===== config.mk =====
export PLATFORM = sky130hd
export DESIGN_NAME = rtype_inst_writer_flat
export DESIGN_NICKNAME = d
export VERILOG_FILES = /design/src/rtl/rtype_inst_writer_if.sv /design/src/rtl/rtype_inst_writer.sv /design/src/flat_wrapper.sv
export SDC_FILE = /design/constraint.sdc
export NUM_CORES = 1
export LEC_CHECK = 0
export ABC_AREA = 1
export CORE_MARGIN = 10
export CORE_UTILIZATION = 25
export DETAILED_ROUTE_END_ITERATION = 10
export HOLD_SLACK_MARGIN = 0.02
export PLACE_DENSITY = 0.53
export SYNTH_ARGS = -nofsm -noshare
export SYNTH_HDL_FRONTEND = slang
export SYNTH_SLANG_ARGS = --single-unit

===== constraint.sdc =====
create_clock -name clk -period 5.7 [get_ports clk]
set_input_delay 1.14 -clock clk [delete_from_list [all_inputs] [get_ports clk]]
set_output_delay 1.14 -clock clk [all_outputs]
set_load 0.03 [all_outputs]

===== src/rtl/rtype_inst_writer_if.sv =====
// Request and instruction-memory write bus of the R-type instruction writer.
// The master modport is the writer itself; the slave modport is its environment.
interface rtype_inst_writer_if #(parameter int ADDR_W = 6);
    logic              in_valid;
    logic              in_ready;
    logic [2:0]        alu_op;
    logic [4:0]        rs_addr;
    logic [4:0]        rt_addr;
    logic [4:0]        rd_addr;
    logic [4:0]        shamt;
    logic              restart;
    logic              mem_we;
    logic              mem_ready;
    logic [ADDR_W-1:0] mem_addr;
    logic [31:0]       mem_wdata;
    logic [ADDR_W:0]   words_written;
    logic              mem_full;

    modport master (
        input  in_valid, alu_op, rs_addr, rt_addr, rd_addr, shamt, restart, mem_ready,
        output in_ready, mem_we, mem_addr, mem_wdata, words_written, mem_full
    );
    modport slave (
        output in_valid, alu_op, rs_addr, rt_addr, rd_addr, shamt, restart, mem_ready,
        input  in_ready, mem_we, mem_addr, mem_wdata, words_written, mem_full
    );
endinterface


===== src/rtl/rtype_inst_writer.sv =====
// Encodes R-type requests into MIPS words, queues them and writes them to consecutive
// instruction-memory addresses. Define INST_WR_WRAP_EN to wrap the address instead of stopping.
module rtype_inst_writer #(
    parameter int DEPTH  = 4,
    parameter int ADDR_W = 6
) (
    input logic                 clk,
    input logic                 rst,
    rtype_inst_writer_if.master wr_if
);
    localparam int PW = $clog2(DEPTH);
    localparam logic [PW:0]       FULL_CNT = (PW+1)'(DEPTH);
    localparam logic [ADDR_W-1:0] ADDR_MAX = {ADDR_W{1'b1}};
    localparam logic [ADDR_W:0]   WW_MAX   = {1'b1, {ADDR_W{1'b0}}};

    typedef enum logic [1:0] {IDLE, WRITE, DONE} state_t;

    // Inverse of the datapath ALU_OP decode
    function automatic logic [5:0] funct_of(input logic [2:0] op);
        case (op)
            3'b100: return 6'b100000;
            3'b101: return 6'b100010;
            3'b000: return 6'b100100;
            3'b001: return 6'b100101;
            3'b010: return 6'b100110;
            3'b011: return 6'b100111;
            3'b110: return 6'b101011;
            3'b111: return 6'b000100;
        endcase
    endfunction

    logic [31:0]       fifo_q [DEPTH];
    logic [PW-1:0]     wr_ptr_q, rd_ptr_q;
    logic [PW:0]       cnt_q, cnt_d;
    state_t            state_q;
    logic [ADDR_W-1:0] addr_q;
    logic [ADDR_W:0]   ww_q;
    logic [31:0]       word_d;
    logic              push, pop, we;

    assign word_d = {6'b000000, wr_if.rs_addr, wr_if.rt_addr, wr_if.rd_addr,
                     wr_if.shamt, funct_of(wr_if.alu_op)};

    assign wr_if.in_ready = (cnt_q != FULL_CNT);
    assign push = wr_if.in_valid && wr_if.in_ready;
    // A restart cycle never completes a write
    assign we   = (state_q == WRITE) && !wr_if.restart;
    assign pop  = we && wr_if.mem_ready;

    always_comb begin
        cnt_d = cnt_q;
        if (push && !pop)      cnt_d = cnt_q + 1'b1;
        else if (pop && !push) cnt_d = cnt_q - 1'b1;
    end

    always_ff @(posedge clk) begin
        if (push) fifo_q[wr_ptr_q] <= word_d;
    end

    always_ff @(posedge clk or posedge rst) begin
        if (rst) begin
            wr_ptr_q <= '0;
            rd_ptr_q <= '0;
            cnt_q    <= '0;
        end else begin
            if (push) wr_ptr_q <= wr_ptr_q + 1'b1;
            if (pop)  rd_ptr_q <= rd_ptr_q + 1'b1;
            cnt_q <= cnt_d;
        end
    end

`ifdef INST_WR_WRAP_EN
    always_ff @(posedge clk or posedge rst) begin
        if (rst) begin
            state_q <= IDLE;
            addr_q  <= '0;
            ww_q    <= '0;
        end else if (wr_if.restart) begin
            addr_q  <= '0;
            ww_q    <= '0;
            state_q <= (cnt_d != '0) ? WRITE : IDLE;
        end else begin
            case (state_q)
                IDLE:  if (cnt_d != '0) state_q <= WRITE;
                WRITE: if (pop) begin
                    addr_q  <= addr_q + 1'b1;
                    if (ww_q != WW_MAX) ww_q <= ww_q + 1'b1;
                    state_q <= (cnt_d != '0) ? WRITE : IDLE;
                end
                default: state_q <= IDLE;
            endcase
        end
    end

    assign wr_if.mem_full = 1'b0;
`else
    logic full_q;

    always_ff @(posedge clk or posedge rst) begin
        if (rst) begin
            state_q <= IDLE;
            addr_q  <= '0;
            ww_q    <= '0;
            full_q  <= 1'b0;
        end else if (wr_if.restart) begin
            addr_q  <= '0;
            ww_q    <= '0;
            full_q  <= 1'b0;
            state_q <= (cnt_d != '0) ? WRITE : IDLE;
        end else begin
            case (state_q)
                IDLE:  if (cnt_d != '0) state_q <= WRITE;
                WRITE: if (pop) begin
                    ww_q <= ww_q + 1'b1;
                    // Last address: park there until restart
                    if (addr_q == ADDR_MAX) begin
                        full_q  <= 1'b1;
                        state_q <= DONE;
                    end else begin
                        addr_q  <= addr_q + 1'b1;
                        state_q <= (cnt_d != '0) ? WRITE : IDLE;
                    end
                end
                DONE:    state_q <= DONE;
                default: state_q <= IDLE;
            endcase
        end
    end

    assign wr_if.mem_full = full_q;
`endif

    assign wr_if.mem_we        = we;
    assign wr_if.mem_addr      = addr_q;
    assign wr_if.mem_wdata     = (state_q == WRITE) ? fifo_q[rd_ptr_q] : 32'h0;
    assign wr_if.words_written = ww_q;
endmodule


===== src/flat_wrapper.sv =====
// flat-port wrapper written by rule: the top's interface ports become plain ports
module rtype_inst_writer_flat 
#(
    parameter int DEPTH  = 4,
    parameter int ADDR_W = 6
)
  (clk, rst, wr_if_in_valid, wr_if_alu_op, wr_if_rs_addr, wr_if_rt_addr, wr_if_rd_addr, wr_if_shamt, wr_if_restart, wr_if_mem_ready, wr_if_in_ready, wr_if_mem_we, wr_if_mem_addr, wr_if_mem_wdata, wr_if_words_written, wr_if_mem_full);
  rtype_inst_writer_if #(.ADDR_W(ADDR_W)) wr_if_i ();
  input logic clk;
  input logic rst;
  input wire logic [$bits(wr_if_i.in_valid)-1:0] wr_if_in_valid;
  input wire logic [$bits(wr_if_i.alu_op)-1:0] wr_if_alu_op;
  input wire logic [$bits(wr_if_i.rs_addr)-1:0] wr_if_rs_addr;
  input wire logic [$bits(wr_if_i.rt_addr)-1:0] wr_if_rt_addr;
  input wire logic [$bits(wr_if_i.rd_addr)-1:0] wr_if_rd_addr;
  input wire logic [$bits(wr_if_i.shamt)-1:0] wr_if_shamt;
  input wire logic [$bits(wr_if_i.restart)-1:0] wr_if_restart;
  input wire logic [$bits(wr_if_i.mem_ready)-1:0] wr_if_mem_ready;
  output wire logic [$bits(wr_if_i.in_ready)-1:0] wr_if_in_ready;
  output wire logic [$bits(wr_if_i.mem_we)-1:0] wr_if_mem_we;
  output wire logic [$bits(wr_if_i.mem_addr)-1:0] wr_if_mem_addr;
  output wire logic [$bits(wr_if_i.mem_wdata)-1:0] wr_if_mem_wdata;
  output wire logic [$bits(wr_if_i.words_written)-1:0] wr_if_words_written;
  output wire logic [$bits(wr_if_i.mem_full)-1:0] wr_if_mem_full;
  assign wr_if_i.in_valid = wr_if_in_valid;
  assign wr_if_i.alu_op = wr_if_alu_op;
  assign wr_if_i.rs_addr = wr_if_rs_addr;
  assign wr_if_i.rt_addr = wr_if_rt_addr;
  assign wr_if_i.rd_addr = wr_if_rd_addr;
  assign wr_if_i.shamt = wr_if_shamt;
  assign wr_if_i.restart = wr_if_restart;
  assign wr_if_i.mem_ready = wr_if_mem_ready;
  assign wr_if_in_ready = wr_if_i.in_ready;
  assign wr_if_mem_we = wr_if_i.mem_we;
  assign wr_if_mem_addr = wr_if_i.mem_addr;
  assign wr_if_mem_wdata = wr_if_i.mem_wdata;
  assign wr_if_words_written = wr_if_i.words_written;
  assign wr_if_mem_full = wr_if_i.mem_full;
  rtype_inst_writer #(.DEPTH(DEPTH), .ADDR_W(ADDR_W)) u_core (.clk(clk), .rst(rst), .wr_if(wr_if_i));
endmodule

==> flow_summary.json, run 1 <==
{
  "status": "finished clean",
  "drc": 0,
  "insertion_delay_ps": 410,
  "slew_headroom_pct": 32.3,
  "initial_core_util_pct": 25.3,
  "antenna_found_initial": 1,
  "first_pass_iters": 6,
  "path_cells": "inv_2 > o21ai_0 > a21oi_1 > clkdlybuf4s50_1",
  "critPathTopFamily": "buffers and inverters",
  "die_y_um": 166,
  "fill_cells": 2127,
  "power.density_mw_per_mm2": 537,
  "viasPerCell": 4.35,
  "grt_pass1_vias": 3728,
  "final.setup.tns_ps": 0,
  "syn_avg_cell_area_um2": 11.0,
  "ys_types": 32,
  "arrival_ps": 3160,
  "cts_resized": 0,
  "wirelength_um": 12800,
  "hp-class": "flip-flop to flip-flop",
  "reg2reg_from": "u_core.rd_ptr_q[0]",
  "finalMaxSlewViolations": 0,
  "grt_max_degree": 53,
  "die_area_mm2": 0.0274,
  "critPathLaunch": "u_core.rd_ptr_q[0]",
  "p_leak_nw": 2.52,
  "drive_gt1_share_pct": 10.3,
  "final_common_cell": "nor2_1",
  "core-area_mm2": 0.0210,
  "rsz0062_at_grt": "no",
  "clock.fmax_mhz": 233,
  "drv_cap": 0,
  "clkSinkCount": 123,
  "place_ws_ps": 1770,
  "worst_pin_slew_ps": 1020,
  "antenna_cells": 0,
  "cts_tree": "done",
  "synthCells": 480,
  "top_layer_used": "met5",
  "multi_input_area_mm2": 0.00151,
  "seq_area_mm2": 0.00358,
  "wl_met3_um": 864,
  "path_max_fanout": 52,
  "cts_htree_levels": 4,
  "port_buffers": 68,
  "wl_met1_um": 5460,
  "cts_made_buffers": 17,
  "required_ps": 4560,
  "vias": 3635,
  "hold_buffers": 0,
  "crit_path_top_delay_cell": "dfrtp_2",
  "clock_path_buffers": 2,
  "cts-root-buf": "clkbuf_16",
  "setup_slack_ps": 1400,
  "slowest_delay_ps": 1010,
  "worst-path-buf-inv": 2,
  "peakVddDrop_mv": 0.227,
  "die_x_um": 166,
  "cp-start-kind": "flip-flop",
  "grtUsageTotal_pct": 9.64,
  "grt_pass1_wl_um": 19900,
  "clkTransAtPathRegs_ps": 60,
  "fin_crit_sh_pct": 75.5,
  "wl_per_cell_um": 15.3,
  "min_from": "u_core.wr_if.mem_full",
  "drtAntennaViolNets": 0,
  "hold_viol": 0,
  "setup_viol": 0,
  "grt-ovfl-total": 0,
  "fin_worst_skew_ps": 9.12,
  "hpwlAfterDp_um": 7850,
  "place.gp.congestion": 0.714,
  "post_cts_buffers": 0,
  "yosysTopAreaCellShare_pct": 56.7,
  "drtIter0Drc": 194,
  "num_io_pins": 76,
  "syn_to_final_growth_pct": 29.5,
  "yosysSeqAreaShare_pct": 67.5,
  "end_kind": "output port",
  "layout_common_cells": "nor2_1 (112), edfxtp_1 (100), clkdlybuf4s50_1 (68)",
  "path_class": "flip-flop to output port",
  "yosysTopAreaCell": "edfxtp_1",
  "layout_min_cycle_time_ps": 4300,
  "synth_seq_cells": 123,
  "netlist_area_mm2": 0.00530,
  "synthTopCellsByArea": "edfxtp_1 (57%), dfrtp_1 (11%), nor2_1 (8.2%), o21ai_0 (5.5%), a21oi_1 (2.9%)",
  "wl_met2_um": 6310,
  "fp-row-count": 53,
  "fin_nets": 589,
  "yosysWarnings": 0
}
-- layout make-up --
cell class | count | area share [%]
sequential | 123 | 52.2
multi-input combinational | 300 | 22.0
timing repair buffer | 69 | 10.0
clock buffer | 17 | 6.20
clock inverter | 14 | 2.50
inverter | 38 | 2.12
tap | 275 | 5.02
-- cells by family after synthesis --
logic type | after synthesis | synth area share [%]
AND/OR/NAND/NOR | 178 | 14.2
flip-flops | 123 | 67.5
AO/OA/AOI/OAI | 99 | 9.63
buffers and inverters | 63 | 5.03
adder cells (fa/ha/maj) | 12 | 2.83
XOR/XNOR | 4 | 0.661
other | 1 | 0.0708
-- state kept, by name, summed over array words and instances, names as in the netlist --
signal and cells:
u_core.cnt_q 3, u_core.fifo_q 100, u_core.rd_ptr_q 2, u_core.state_q 2
u_core.wr_if.mem_addr 6, u_core.wr_if.mem_full 1, u_core.wr_if.words_written 7, u_core.wr_ptr_q 2
-- worst reg2reg max path, cell delays in order (launching register included) --
cell and delay, ps:
dfrtp_2 1010, inv_2 630, nor2_1 310, xor2_1 160
-- per-stage QoR --
| stage | std cells | total power [mW] | utilization [%] | hold slack (ps) | cell area, µm² |
|---|---|---|---|---|---|
| floorplan | 486 | 2.11 | - | 539 | 5320 |
| global placement | 805 | 2.62 | 29.9 | 499 | 6260 |
| detailed placement | 805 | 2.65 | 29.9 | 488 | 6260 |
| CTS | 836 | 3.75 | 32.7 | 522 | 6860 |
| global route | 836 | 3.91 | 32.7 | 555 | 6860 |
| finish | 836 | 3.68 | 32.7 | 520 | 6860 |
-- synth_stat cells, drive strengths merged --
| cell | number |
|---|---|
| xnor2 | 1 |
| a22o | 1 |
| clkinv | 1 |
| nor2 | 120 |
| xor2 | 3 |
| dfrtp | 23 |
| nor3 | 1 |
| inv | 37 |
| edfxtp | 100 |
| o22ai | 2 |
| buf | 9 |
| a21o | 1 |
| o31ai | 1 |
| a21oi | 32 |
| nand3 | 14 |
| ha | 12 |
| clkbuf | 16 |
| nand4 | 3 |
| conb | 1 |
| o21ai | 62 |
| nand2 | 40 |
-- path summary, 6_finish.rpt --
path,to,depth (start not counted),slack (ps)
setup reg to reg,u_core.rd_ptr_q[1],3,3520
max in group asynchronous,u_core.rd_ptr_q[0],2,3860
min in group asynchronous,u_core.state_q[1],2,1230
hold reg to reg,u_core.wr_if.mem_full,2,520
setup / recovery,wr_if_mem_wdata[6],4,1400
hold / removal,u_core.wr_if.mem_full,2,520
-- routing by layer --
layer  global-route usage (%)  up-vias
li1                         -     1757
met1                     11.0     1764
met2                     16.2       95
met3                     3.74       17
met4                     3.31        2
met5                        0        -
-- power by group --
group / internal, mW / switching (mW)
logic: 0.466 / 0.863
clock network: 0.686 / 0.395
registers: 1.17 / 0.107
(Power assumes the default switching activity.)
==> run 2: changes to the inputs <==
clock period = 4.11 ns   (was 5.7 ns; I/O delays follow)
==> flow_summary.json, run 2 (synthesis results as in run 1) <==
{
  "die_area_mm2": 0.0274,
  "syn_to_final_growth_pct": 30.1,
  "grt_pass1_wl_um": 19300,
  "finalMaxSlewViolations": 0,
  "power.density_mw_per_mm2": 753,
  "cts_htree_levels": 4,
  "fp-row-count": 53,
  "first_pass_iters": 5,
  "worst_pin_slew_ps": 935,
  "largest_reg_flops": 100,
  "grtUsageTotal_pct": 9.35,
  "die_y_um": 166,
  "drtIter0Drc": 147,
  "drv_cap": 0,
  "place_ws_ps": 920,
  "arrival_ps": 2370,
  "grt-ovfl-total": 0,
  "place.gp.congestion": 0.749,
  "postLayoutCellArea_mm2": 0.00689,
  "num_io_pins": 76,
  "fin_worst_skew_ps": 6.34,
  "slew_headroom_pct": 37.6,
  "path_class": "flip-flop to output port",
  "dpl_cell_area_mm2": 0.00628,
  "layout_min_cycle_time_ps": 3200,
  "clkTransAtPathRegs_ps": 60,
  "clock.fmax_mhz": 313,
  "top_register": "u_core.fifo_q",
  "p_total_mw": 5.19,
  "utilization_pct": 32.9,
  "clkSinkCount": 123,
  "wl_per_cell_um": 15.1,
  "fin_nets": 591,
  "post_cts_buffers": 0,
  "insertion_delay_ps": 420,
  "p_leak_nw": 2.58,
  "drtAntennaViolNets": 0,
  "viasPerCell": 4.28,
  "cts_made_buffers": 17,
  "hold_ws_ps": 510,
  "end_kind": "output port",
  "setup_slack_ps": 914,
  "peakVddDrop_mv": 0.339,
  "fin_cells": 839,
  "hold_viol": 0,
  "antenna_found_initial": 1,
  "vias": 3592,
  "cts_tree": "done",
  "drc": 0,
  "cp-start-kind": "flip-flop",
  "die_x_um": 166,
  "initial_core_util_pct": 25.3,
  "cts_resized": 0,
  "grt_pass1_vias": 3688,
  "port_buffers": 68,
  "drive_gt1_share_pct": 15.4,
  "fin_crit_sh_pct": 77.8,
  "required_ps": 3290,
  "grt_max_degree": 52,
  "final.setup.tns_ps": 0,
  "wirelength_um": 12600,
  "setup_viol": 0,
  "hp-class": "flip-flop to flip-flop",
  "antenna_cells": 0,
  "final_common_cell": "nor2_1",
  "cts-root-buf": "clkbuf_16",
  "hpwlAfterDp_um": 7760,
  "hold_buffers": 0,
  "status": "finished clean",
  "core-area_mm2": 0.0210,
  "layout_common_cells": "nor2_1 (112), edfxtp_1 (100), o21ai_0 (58)",
  "rsz0062_at_grt": "no",
  "clock_path_buffers": 2,
  "path_max_fanout": 27,
  "place_inst": 807
}
## run 2: cell types whose count changed in the layout (fill, tap and decap cells not counted), sizes merged
| cell | delta |
|---|---|
| buf | +27 |
| inv | +4 |
| clkdlybuf4s50 | -25 |
| clkinv | -3 |
## run 2: final cells by class
| cell class | count | area (µm²) |
|---|---|---|
| inverter | 38 | 145 |
| clock buffer | 17 | 425 |
| fill | 2100 | 14100 |
| multi-input combinational | 300 | 1510 |
| tap | 275 | 344 |
| timing repair buffer | 71 | 703 |
| sequential | 123 | 3580 |
| clock inverter | 15 | 188 |
## run 2: layer usage
metal / GRT usage, % / routed length, µm
met1: 10.4 / 5390
met2: 15.5 / 6100
met3: 3.59 / 869
met4: 4.47 / 254
met5: 0 / 18
## run 2: worst max-delay path: stages (launching register included)
cell	delay, ps
dfrtp_1	400
inv_2	100
nand2_2	450
nor2_4	310
clkdlybuf4s50_1	710
## run 2: report_power, final
part	switching, mW	internal, mW	leakage [nW]	total (mW)
Sequential	0.0838	1.62	1.21	1.70
Combinational	1.29	0.667	1.07	1.96
Clock	0.564	0.965	0.297	1.53
Total	1.94	3.25	2.58	5.19
## run 2: path summary, 6_finish.rpt
| path | start | endpoint | slack [ps] | cells past startpoint |
|---|---|---|---|---|
| worst max-delay path | u_core.state_q[1] | wr_if_mem_we | 910 | 4 |
| worst min-delay path | u_core.wr_if.mem_full | u_core.wr_if.mem_full | 510 | 2 |
| worst max register to register | u_core.cnt_q[0] | u_core.fifo_q[3][1] | 2010 | 5 |
| worst min register to register | u_core.wr_if.mem_full | u_core.wr_if.mem_full | 510 | 2 |
| max in group asynchronous | rst | u_core.rd_ptr_q[0] | 2550 | 2 |
| min in group asynchronous | rst | u_core.wr_if.mem_addr[1] | 920 | 2 |
